### src/rtl/gb_timer_pkg.sv
// Shared constants and types for the Game Boy divider/timer block.
package gb_timer_pkg;

    localparam logic [1:0] OFF_DIV  = 2'd0;
    localparam logic [1:0] OFF_TIMA = 2'd1;
    localparam logic [1:0] OFF_TMA  = 2'd2;
    localparam logic [1:0] OFF_TAC  = 2'd3;

    localparam logic [3:0] TAP_SEL0 = 4'd9;
    localparam logic [3:0] TAP_SEL1 = 4'd3;
    localparam logic [3:0] TAP_SEL2 = 4'd5;
    localparam logic [3:0] TAP_SEL3 = 4'd7;

    localparam logic [1:0] RELOAD_DELAY = 2'd3;

    typedef enum logic {
        COUNT  = 1'b0,
        RELOAD = 1'b1
    } timer_state_t;

    function automatic logic [15:0] reg_addr(input logic [15:0] base, input logic [1:0] offset);
        return base + {14'd0, offset};
    endfunction

    function automatic logic [3:0] tap_index(input logic [1:0] sel);
        logic [3:0] idx;
        unique case (sel)
            2'b00:   idx = TAP_SEL0;
            2'b01:   idx = TAP_SEL1;
            2'b10:   idx = TAP_SEL2;
            default: idx = TAP_SEL3;
        endcase
        return idx;
    endfunction

endpackage

### src/rtl/gb_timer_tap.sv
// Combinational tap select: picks the divider bit chosen by TAC and gates it with the enable.
module timer_tap
    import gb_timer_pkg::*;
(
    input  logic [15:0] sysctr,
    input  logic [2:0]  tac,
    output logic        tick_sig
);

    logic [3:0] idx;

    assign idx      = tap_index(tac[1:0]);
    assign tick_sig = tac[2] & sysctr[idx];

endmodule

### src/rtl/gb_timer.sv
// DIV/TIMA/TMA/TAC timer with delayed TMA reload and one-cycle interrupt pulse.
module gb_timer
    import gb_timer_pkg::*;
#(
    parameter logic [15:0] DIV_ADDR = 16'hff04
) (
    input  logic        clockgb,
    input  logic        reset,
    input  logic [15:0] address,
    input  logic [7:0]  indata,
    output logic [7:0]  outdata,
    input  logic        load,
    input  logic        store,
    output logic        irq
);

    logic [15:0]  sysctr;
    logic [7:0]   tima;
    logic [7:0]   tima_next;
    logic [7:0]   tma;
    logic [7:0]   tima_view;
    logic [2:0]   tac;
    logic [8:0]   tima_inc;
    logic [1:0]   delay;
    logic [1:0]   delay_next;
    logic         tick_sig;
    logic         tick_d;
    logic         tick_fall;
    logic         reload_now;
    timer_state_t state;
    timer_state_t state_next;

    logic hit_div, hit_tima, hit_tma, hit_tac;
    logic wr_div, wr_tima, wr_tma, wr_tac;

    assign hit_div  = (address == reg_addr(DIV_ADDR, OFF_DIV));
    assign hit_tima = (address == reg_addr(DIV_ADDR, OFF_TIMA));
    assign hit_tma  = (address == reg_addr(DIV_ADDR, OFF_TMA));
    assign hit_tac  = (address == reg_addr(DIV_ADDR, OFF_TAC));

    assign wr_div   = store & hit_div;
    assign wr_tima  = store & hit_tima;
    assign wr_tma   = store & hit_tma;
    assign wr_tac   = store & hit_tac;

    timer_tap u_tap (
        .sysctr   (sysctr),
        .tac      (tac),
        .tick_sig (tick_sig)
    );

    // A DIV clear or TAC rewrite that drops tick_sig also counts as a falling edge.
    assign tick_fall  = tick_d & ~tick_sig;
    assign tima_inc   = {1'b0, tima} + 9'd1;
    assign reload_now = (state == RELOAD) && (delay == RELOAD_DELAY);
    assign tima_view  = reload_now ? tma : tima;

    always_ff @(posedge clockgb or posedge reset) begin
        if (reset) begin
            sysctr <= 16'd0;
            tac    <= 3'd0;
            tma    <= 8'd0;
            tick_d <= 1'b0;
        end else begin
            sysctr <= wr_div ? 16'd0 : sysctr + 16'd1;
            tick_d <= tick_sig;
            if (wr_tac) tac <= indata[2:0];
            if (wr_tma) tma <= indata;
        end
    end

    always_ff @(posedge clockgb or posedge reset) begin
        if (reset) begin
            state <= COUNT;
            delay <= 2'd0;
            tima  <= 8'd0;
        end else begin
            state <= state_next;
            delay <= delay_next;
            tima  <= tima_next;
        end
    end

    // TIMA sits at zero through RELOAD; the final delay count raises irq and loads TMA.
    always_comb begin
        state_next = state;
        delay_next = delay;
        tima_next  = tima;
        irq        = 1'b0;
        unique case (state)
            COUNT: begin
                if (wr_tima) begin
                    tima_next = indata;
                end else if (tick_fall) begin
                    tima_next = tima_inc[7:0];
                    if (tima_inc[8]) begin
                        state_next = RELOAD;
                        delay_next = 2'd0;
                    end
                end
            end
            RELOAD: begin
                if (delay == RELOAD_DELAY) begin
                    irq        = 1'b1;
                    tima_next  = wr_tma ? indata : tma;
                    state_next = COUNT;
                    delay_next = 2'd0;
                end else if (wr_tima) begin
                    tima_next  = indata;
                    state_next = COUNT;
                    delay_next = 2'd0;
                end else begin
                    delay_next = delay + 2'd1;
                end
            end
        endcase
    end

    always_comb begin
        outdata = 8'd0;
        if (load) begin
            if (hit_div)       outdata = sysctr[15:8];
            else if (hit_tima) outdata = tima_view;
            else if (hit_tma)  outdata = tma;
            else if (hit_tac)  outdata = {5'b11111, tac};
        end
    end

endmodule
### config.mk
export PLATFORM = sky130hd
export DESIGN_NAME = gb_timer
export DESIGN_NICKNAME = d
export VERILOG_FILES = /design/src/rtl/gb_timer_pkg.sv /design/src/rtl/gb_timer_tap.sv /design/src/rtl/gb_timer.sv
export SDC_FILE = /design/constraint.sdc
export NUM_CORES = 1
export LEC_CHECK = 0
export CAP_MARGIN = 20
export CORE_MARGIN = 4
export CORE_UTILIZATION = 54
export DETAILED_ROUTE_END_ITERATION = 6
export PLACE_DENSITY = 0.89
export SYNTH_ARGS = -nofsm -noshare
export SYNTH_HDL_FRONTEND = slang
export SYNTH_HIERARCHICAL = 1
export SYNTH_SLANG_ARGS = --single-unit
### constraint.sdc
create_clock -name clockgb -period 4.13 [get_ports clockgb]
set_input_delay 1.0325 -clock clockgb [delete_from_list [all_inputs] [get_ports clockgb]]
set_output_delay 1.0325 -clock clockgb [all_outputs]
set_load 0.05 [all_outputs]
* After elaboration in Yosys (flattened, before gate mapping)
Index checks and enable logic that the tools add are counted.
Word-level totals: bits in registers 39, bits of input ports 28, output and inout port bits 9, word-level logic and storage cells 65
Cells by class: $add $sub $neg 3, order comparisons 1, eq/ne operators 12, muxes and demuxes 30, bitwise logic cells 8, reductions and logical operators 4
Operators with widths (number):
- $mux W8 | 11
- $eq A16 B16 Y1 const B | 4
- $add A16 B1 Y16 const B | 1
- $mux W16 | 1
- $pmux W8 S2 | 1
- $pmux W4 S3 | 1
- $mux W2 | 5
- $add A8 B1 Y9 const B | 1
- $mux W1 | 8
- $and A1 B1 Y1 | 6
- $ne A2 B2 Y1 const B | 3
- $lt A4 B5 Y1 const B | 1
- $bmux W1 S4 | 1
- $eq A2 B2 Y1 const B | 2
- $pmux W2 S2 | 1
- $ne A3 B1 Y1 const B | 1
- $ne A3 B3 Y1 const B | 1
- $reduce_and A3 Y1 | 1
- $add A2 B1 Y2 const B | 1
- $eq A2 B1 Y1 const B | 1
- $logic_not A2 Y1 | 1
- $not A1 Y1 | 2
- $pmux W1 S2 | 1
- $reduce_and A2 Y1 | 1
- $logic_and A1 B1 Y1 | 1

* Longest topological paths before layout
Gate-level depths: netlist of the first run.
depth in word-level cells 10, gate-level depth with buffers 8, depth with buffers taken out 7

* Hierarchy
Netlist of the first run, hierarchy kept.
By module, submodules not included:
- gb_timer | instances 1, cells an instance 264, area each 2482.4 sq um, sequential area each 975.9 sq um
- timer_tap | instances 1, cells an instance 2, area each 28.8 sq um, sequential area each 0.0 sq um

* Least setup slack after synthesis of the first run
Ideal clock, no wire load.
path kind input -> output, start input port address[5], end output port outdata[6], arrival time 3288 ps, data required time 3098 ps, slack -191 ps, stages on the path 6, path buffers 1, cell sequence or4_4 -> or4_1 -> buf_2 -> a31oi_1 -> o21ai_0 -> a31oi_1
On the way: longest elaborated chain between the ends 6, elaborated cells between the ends (all ways) 9, those cells by class eq/ne: 4; mux: 5
Ends and longest elaborated chain:
- from (decl) | RTL line gb_timer.sv:9 | input logic [15:0] address,
- $eq A16 B16 Y1 | RTL line gb_timer.sv:39 | assign hit_tac = (address == reg_addr(DIV_ADDR, OFF_TAC));
- $mux W8 | RTL line gb_timer.sv:125 | else if (hit_tac) outdata = {5'b11111, tac};
- $mux W8 | RTL line gb_timer.sv:124 | else if (hit_tma) outdata = tma;
- $mux W8 | RTL line gb_timer.sv:123 | else if (hit_tima) outdata = tima_view;
- $mux W8 * | RTL line gb_timer.sv:122 | if (hit_div) outdata = sysctr[15:8];
- $mux W8 * | RTL line gb_timer.sv:121 | if (load) begin
- to (decl) | RTL line gb_timer.sv:11 | output logic [7:0] outdata,
Mark *: on every way between the ends. The rest lies on a longest branch, timed or not.

* Worst setup path in the final report of the first run
start input port address[6], end output port outdata[1]
Same word-level chain as after synthesis.

==> flow_metrics.env, run 1 <==
export IMPL_min_period_over_period=0.982
export IMPL_grt_max_degree=40
export IMPL_regArea_um2=976
export IMPL_maxSlewViolCount=0
export IMPL_drt_vias_per_instance=6.30
export IMPL_place_congestion=0.869
export IMPL_power_leakage_nw=1.40
export IMPL_first_iter_violations=180
export IMPL_synth_enable_flop_cells=0
export IMPL_ys_types=56
export IMPL_rsz0062_at_grt="false"
export IMPL_skew_ps=5.38
export IMPL_initial_utilization=0.569
export IMPL_htree_levels=2
export IMPL_die_w_um=76.2
export IMPL_clkSinkCount=39
export IMPL_antenna_cells=0
export IMPL_cp_end_kind="primary output"
export IMPL_synth_area_um2=2510
export IMPL_timing_slew_headroom=0.571
export IMPL_nets=343
export IMPL_synth_nets=297
export IMPL_crit_chain="clkdlybuf4s15_1 -> or4_4 -> or4_4 -> buf_6 -> a31oi_4 -> o221a_4 -> buf_12"
export IMPL_cp_required_ps=3100
export IMPL_grt_pass1_wl_um=11000
export IMPL_syn_inst=266
export IMPL_antenna_found_initial=0
export IMPL_max_cap_violations=0
export IMPL_final_antenna_net_count=0
export IMPL_path_class="in2out"
export IMPL_io_pins=37
export IMPL_ys_warn_count=6
export IMPL_numCtsBuffers=5
export IMPL_max_vdd_ir_drop_uv=160
export IMPL_fillCellCount=300
export IMPL_grt_usage=0.231
export IMPL_hold_path_class="reg2reg"
export IMPL_routedWlPerCell_um=18.3
export IMPL_core_um2=4410
export IMPL_total_power_mw=0.719
export IMPL_path_buf_inv=3
export IMPL_finalSetupViolations=0
export IMPL_fin_util=0.739
export IMPL_powerDensity_nw_per_um2=220
export IMPL_cp_top_family="simple AND/OR/NAND/NOR gates"
export IMPL_clk_pin_slew_worst_paths_ps=70
export IMPL_portBuffers=36
export IMPL_status="finished, final reports clean"
export IMPL_row_count=24
export IMPL_critPathMostFrequentCell="or4_4"
export IMPL_finalHoldViolations=0
export IMPL_cp_max_fo=5
export IMPL_async_flop_share=1.00
export IMPL_drive_gt1_frac=0.225
export IMPL_start_kind="input pin"
export IMPL_mostFrequentLayoutCells="39 x dfrtp_1, 29 x nor2_1, 24 x clkdlybuf4s50_1"
export IMPL_synth_top_area_share=0.389
export IMPL_ys_seq_area_frac=0.389
export IMPL_crit_slowest_cell="or4_4"
export IMPL_cts_tree="done"
export IMPL_grt_pass1_vias=2307
export IMPL_synth_avg_cell_area_um2=9.44
export IMPL_cts_root_buf="clkbuf_8"
export IMPL_max_freq_mhz=247
export IMPL_firstDrtPassIters=4
export IMPL_die_area_um2=5810
export IMPL_place_hpwl_um=4620
export IMPL_area_growth_syn_to_layout_pct=29.9
export IMPL_overflow=0
export IMPL_worstMarginPinSlew_ps=637
export IMPL_clockBufferDepth=2
export IMPL_cp_arrival_ps=3020
export IMPL_via_count=2286
export IMPL_layout_min_cycle_time_ps=4050
export IMPL_yosys_most_used_dff="dfrtp_1"
export IMPL_max_stage_delay_ps=590
export IMPL_post_synth_top_area_cell="dfrtp_1"
export IMPL_ys_top_cells_by_area="dfrtp_1 39%, nor2_1 4.8%, mux2_2 4.5%"
export IMPL_drc=0
export IMPL_dieHeight_um=76.2
export IMPL_routed_wl_um=6640
export IMPL_yosys_register_bits=39
export IMPL_multi_input_comb_area_um2=1560
export IMPL_final_common_cell="dfrtp_1"
export IMPL_insertion_delay_ps=290
## path summary, 6_finish.rpt
kind,to,startpoint,slack [ps],depth (start not counted)
worst min register to register,sysctr[0],sysctr[0],490,1
worst max register to register,tima[2],sysctr[9],1550,7
worst max-delay path,outdata[1],address[6],80,7
max in group asynchronous,sysctr[11],reset,2600,3
min in group asynchronous,tac[1],reset,1160,3
worst min-delay path,sysctr[0],sysctr[0],490,1
## routing by layer
layer  vias up  GRT usage  share of wire
met5         -          0              0
met4         0      0.108          0.026
li1       1064          -              -
met2        78      0.372           0.51
met1      1127      0.292           0.42
met3        17     0.0532          0.048
## kinds of logic after synthesis
group,count (synthesis),share of synthesized area
buffers and inverters,19,0.0414
multiplexers,22,0.0982
adder cells (fa/ha/maj),3,0.0149
AO/OA/AOI/OAI,48,0.155
flip-flops,39,0.389
XOR/XNOR,15,0.0523
AND/OR/NAND/NOR,120,0.250
## state kept, by name (all words and copies together) (netlist names)
signal	cells
tick_d	1
sysctr	16
delay	2
state	1
tac	3
tima	8
tma	8
## power by group
group	leakage (nW)	switching [mW]	internal, mW
combinational	0.838	0.0378	0.0382
clock	0.0371	0.126	0.113
sequential	0.526	0.0124	0.392
total	1.40	0.176	0.543
## cell usage after synthesis, types with 3 or more instances
library cell,n
mux2_2,10
nand2_1,23
and3_1,5
nor2b_1,3
nor2_1,32
nor3_1,10
buf_6,3
mux2i_1,10
inv_1,6
o221a_2,3
xnor2_1,8
nand4_1,6
o21ai_0,7
nand3_1,15
nand2b_1,3
xor2_1,7
clkbuf_1,5
o211a_1,3
nand4b_1,3
a21oi_1,7
a221o_1,3
dfrtp_1,39
and2_1,4
ha_1,3
a211oi_2,4
a31oi_1,5
## stage by stage
stage	setup TNS [ps]	setup WS [ps]	std cells	cell area (um2)	hold WS, ps
global placement	-933	-161	356	3050	474
detailed placement	-1320	-222	356	3050	484
floorplan	0	37.4	266	2520	450
global route	0	11.4	363	3260	516
finish	0	76.1	363	3260	494
CTS	0	13.8	363	3240	493
## final cells by class
type	instances	area share
clock buffers	6	0.0222
inverters	7	0.00806
multi-input cells	208	0.477
flip-flops and latches	39	0.299
well taps	52	0.0199
repair buffers	51	0.173
## repair_timing
item,CTS,global route
hold buffers,0,0
setup endpoints to repair,8,6
gates resized for setup,24,5
buffers inserted,1,0
pin swaps,8,4
(Power assumes the default switching activity.)
==> run 2: changes to the inputs <==
clock period = 4.1 ns   (was 4.13 ns; I/O delays follow)
==> run 2 against run 1 <==
  * Clock-buffer cell count unchanged
  * Non-clock buffer count up 2
  * Total power up 14%
  * Global-route usage up 1.4 points
  * Combinational power up 1%
  * Final area up 1.3%
  * Sequential power up 1%
==> flow_metrics.env, run 2 (same netlist as run 1, synthesis figures left out) <==
export IMPL_cp_max_fo=6
export IMPL_drive_gt1_frac=0.238
export IMPL_cts_hold_buf=0
export IMPL_insertion_delay_ps=300
export IMPL_grt_usage=0.245
export IMPL_clockBufferDepth=2
export IMPL_antenna_cells=0
export IMPL_dieHeight_um=76.2
export IMPL_largest_reg_flops=16
export IMPL_path_class="in2out"
export IMPL_clk_pin_slew_worst_paths_ps=80
export IMPL_io_pins=37
export IMPL_row_count=24
export IMPL_initial_utilization=0.569
export IMPL_finalHoldViolations=0
export IMPL_cp_end_kind="primary output"
export IMPL_mostFrequentLayoutCells="39 x dfrtp_1, 29 x nor2_1, 24 x clkdlybuf4s50_1"
export IMPL_drc=0
export IMPL_cp_arrival_ps=3030
export IMPL_fin_util=0.749
export IMPL_timing_slew_headroom=0.531
export IMPL_clkSinkCount=39
export IMPL_powerDensity_nw_per_um2=249
export IMPL_nets=345
export IMPL_worstMarginPinSlew_ps=702
export IMPL_core_um2=4410
export IMPL_first_iter_violations=259
export IMPL_top_regs="sysctr (16), tima (8), tma (8)"
export IMPL_final_antenna_net_count=0
export IMPL_cts_root_buf="clkbuf_8"
export IMPL_numCtsBuffers=5
export IMPL_drt_vias_per_instance=6.46
export IMPL_hold_path_class="reg2reg"
export IMPL_grt_max_degree=23
export IMPL_die_w_um=76.2
export IMPL_firstDrtPassIters=5
export IMPL_routedWlPerCell_um=19.3
export IMPL_max_stage_delay_ps=560
export IMPL_overflow=0
export IMPL_via_count=2370
export IMPL_place_hpwl_um=4680
export IMPL_area_growth_syn_to_layout_pct=31.6
export IMPL_htree_levels=2
export IMPL_grt_pass1_vias=2363
export IMPL_start_kind="input pin"
export IMPL_min_period_over_period=0.989
export IMPL_crit_slowest_cell="or4_4"
export IMPL_finalSetupViolations=0
export IMPL_routed_wl_um=7080
export IMPL_cp_required_ps=3070
export IMPL_power_leakage_nw=1.43
export IMPL_max_vdd_ir_drop_uv=195
export IMPL_total_power_mw=0.823
export IMPL_grt_pass1_wl_um=11800
export IMPL_final_common_cell="dfrtp_1"
export IMPL_max_freq_mhz=247
export IMPL_maxSlewViolCount=0
export IMPL_skew_ps=11.1
export IMPL_portBuffers=36
export IMPL_top_register="sysctr"
export IMPL_cts_tree="done"
export IMPL_place_congestion=0.872
export IMPL_antenna_found_initial=0
export IMPL_die_area_um2=5810
export IMPL_crit_chain="clkdlybuf4s50_1 -> nand4b_1 -> buf_4 -> or4_4 -> buf_8 -> a21oi_2 -> a221o_1 -> buf_12"
export IMPL_max_cap_violations=0
export IMPL_layout_min_cycle_time_ps=4060
export IMPL_status="finished, final reports clean"
==> run 2: layout make-up <==
class	count	area [um2]
inverters	7	26.3
repair buffers	53	583
multi-input cells	208	1540
clock buffers	6	82.6
clock inverters	2	35.0
well taps	52	65.1
flip-flops and latches	39	976
fillers	291	1110
==> run 2: per-stage QoR <==
step,TNS (ps),hold slack (ps),area (um2),setup WS [ps],std cells
after floorplan,0,450,2520,22.4,266
after global placement,-1060,475,3060,-176,357
after detailed placement,-1330,486,3060,-212,357
after CTS,0,496,3280,44.5,366
after global routing,-50.6,521,3300,-38.0,367
final,0,497,3300,44.1,367
==> run 2: routing by layer <==
metal	up-vias	wire length [um]	global-route usage
li1	1080	-	-
met1	1124	2820	0.312
met2	135	3440	0.407
met3	31	540	0.0556
met4	0	281	0.0839
met5	-	0	0
==> run 2: report_power, final <==
part / total [mW] / switching [mW] / internal [mW]
registers: 0.408 / 0.0135 / 0.395
clock network: 0.338 / 0.141 / 0.197
logic: 0.0769 / 0.0384 / 0.0385
==> run 2: final timing paths <==
path,startpoint,endpoint,slack [ps],cells after the start
worst max-delay path,address[12],outdata[3],40,8
worst min-delay path,sysctr[0],sysctr[0],500,1
worst max register to register,sysctr[9],tima[2],1460,7
worst min register to register,sysctr[0],sysctr[0],500,1
max in group asynchronous,reset,tima[5],2210,3
min in group asynchronous,reset,sysctr[4],1130,2
==> run 2: timing repair <==
item                                    CTS  global route
buffers inserted                          1             1
gates resized for setup                  22             5
pin swaps                                 9             6
endpoints found under the setup margin    8             7
==> run 2: worst max-delay path: cells and delay by family <==
kind                   cells  cell delay (ps)
buffers and inverters      4              970
and+or+nand+nor            2              710
AOI/OAI and AO/OA          2              320
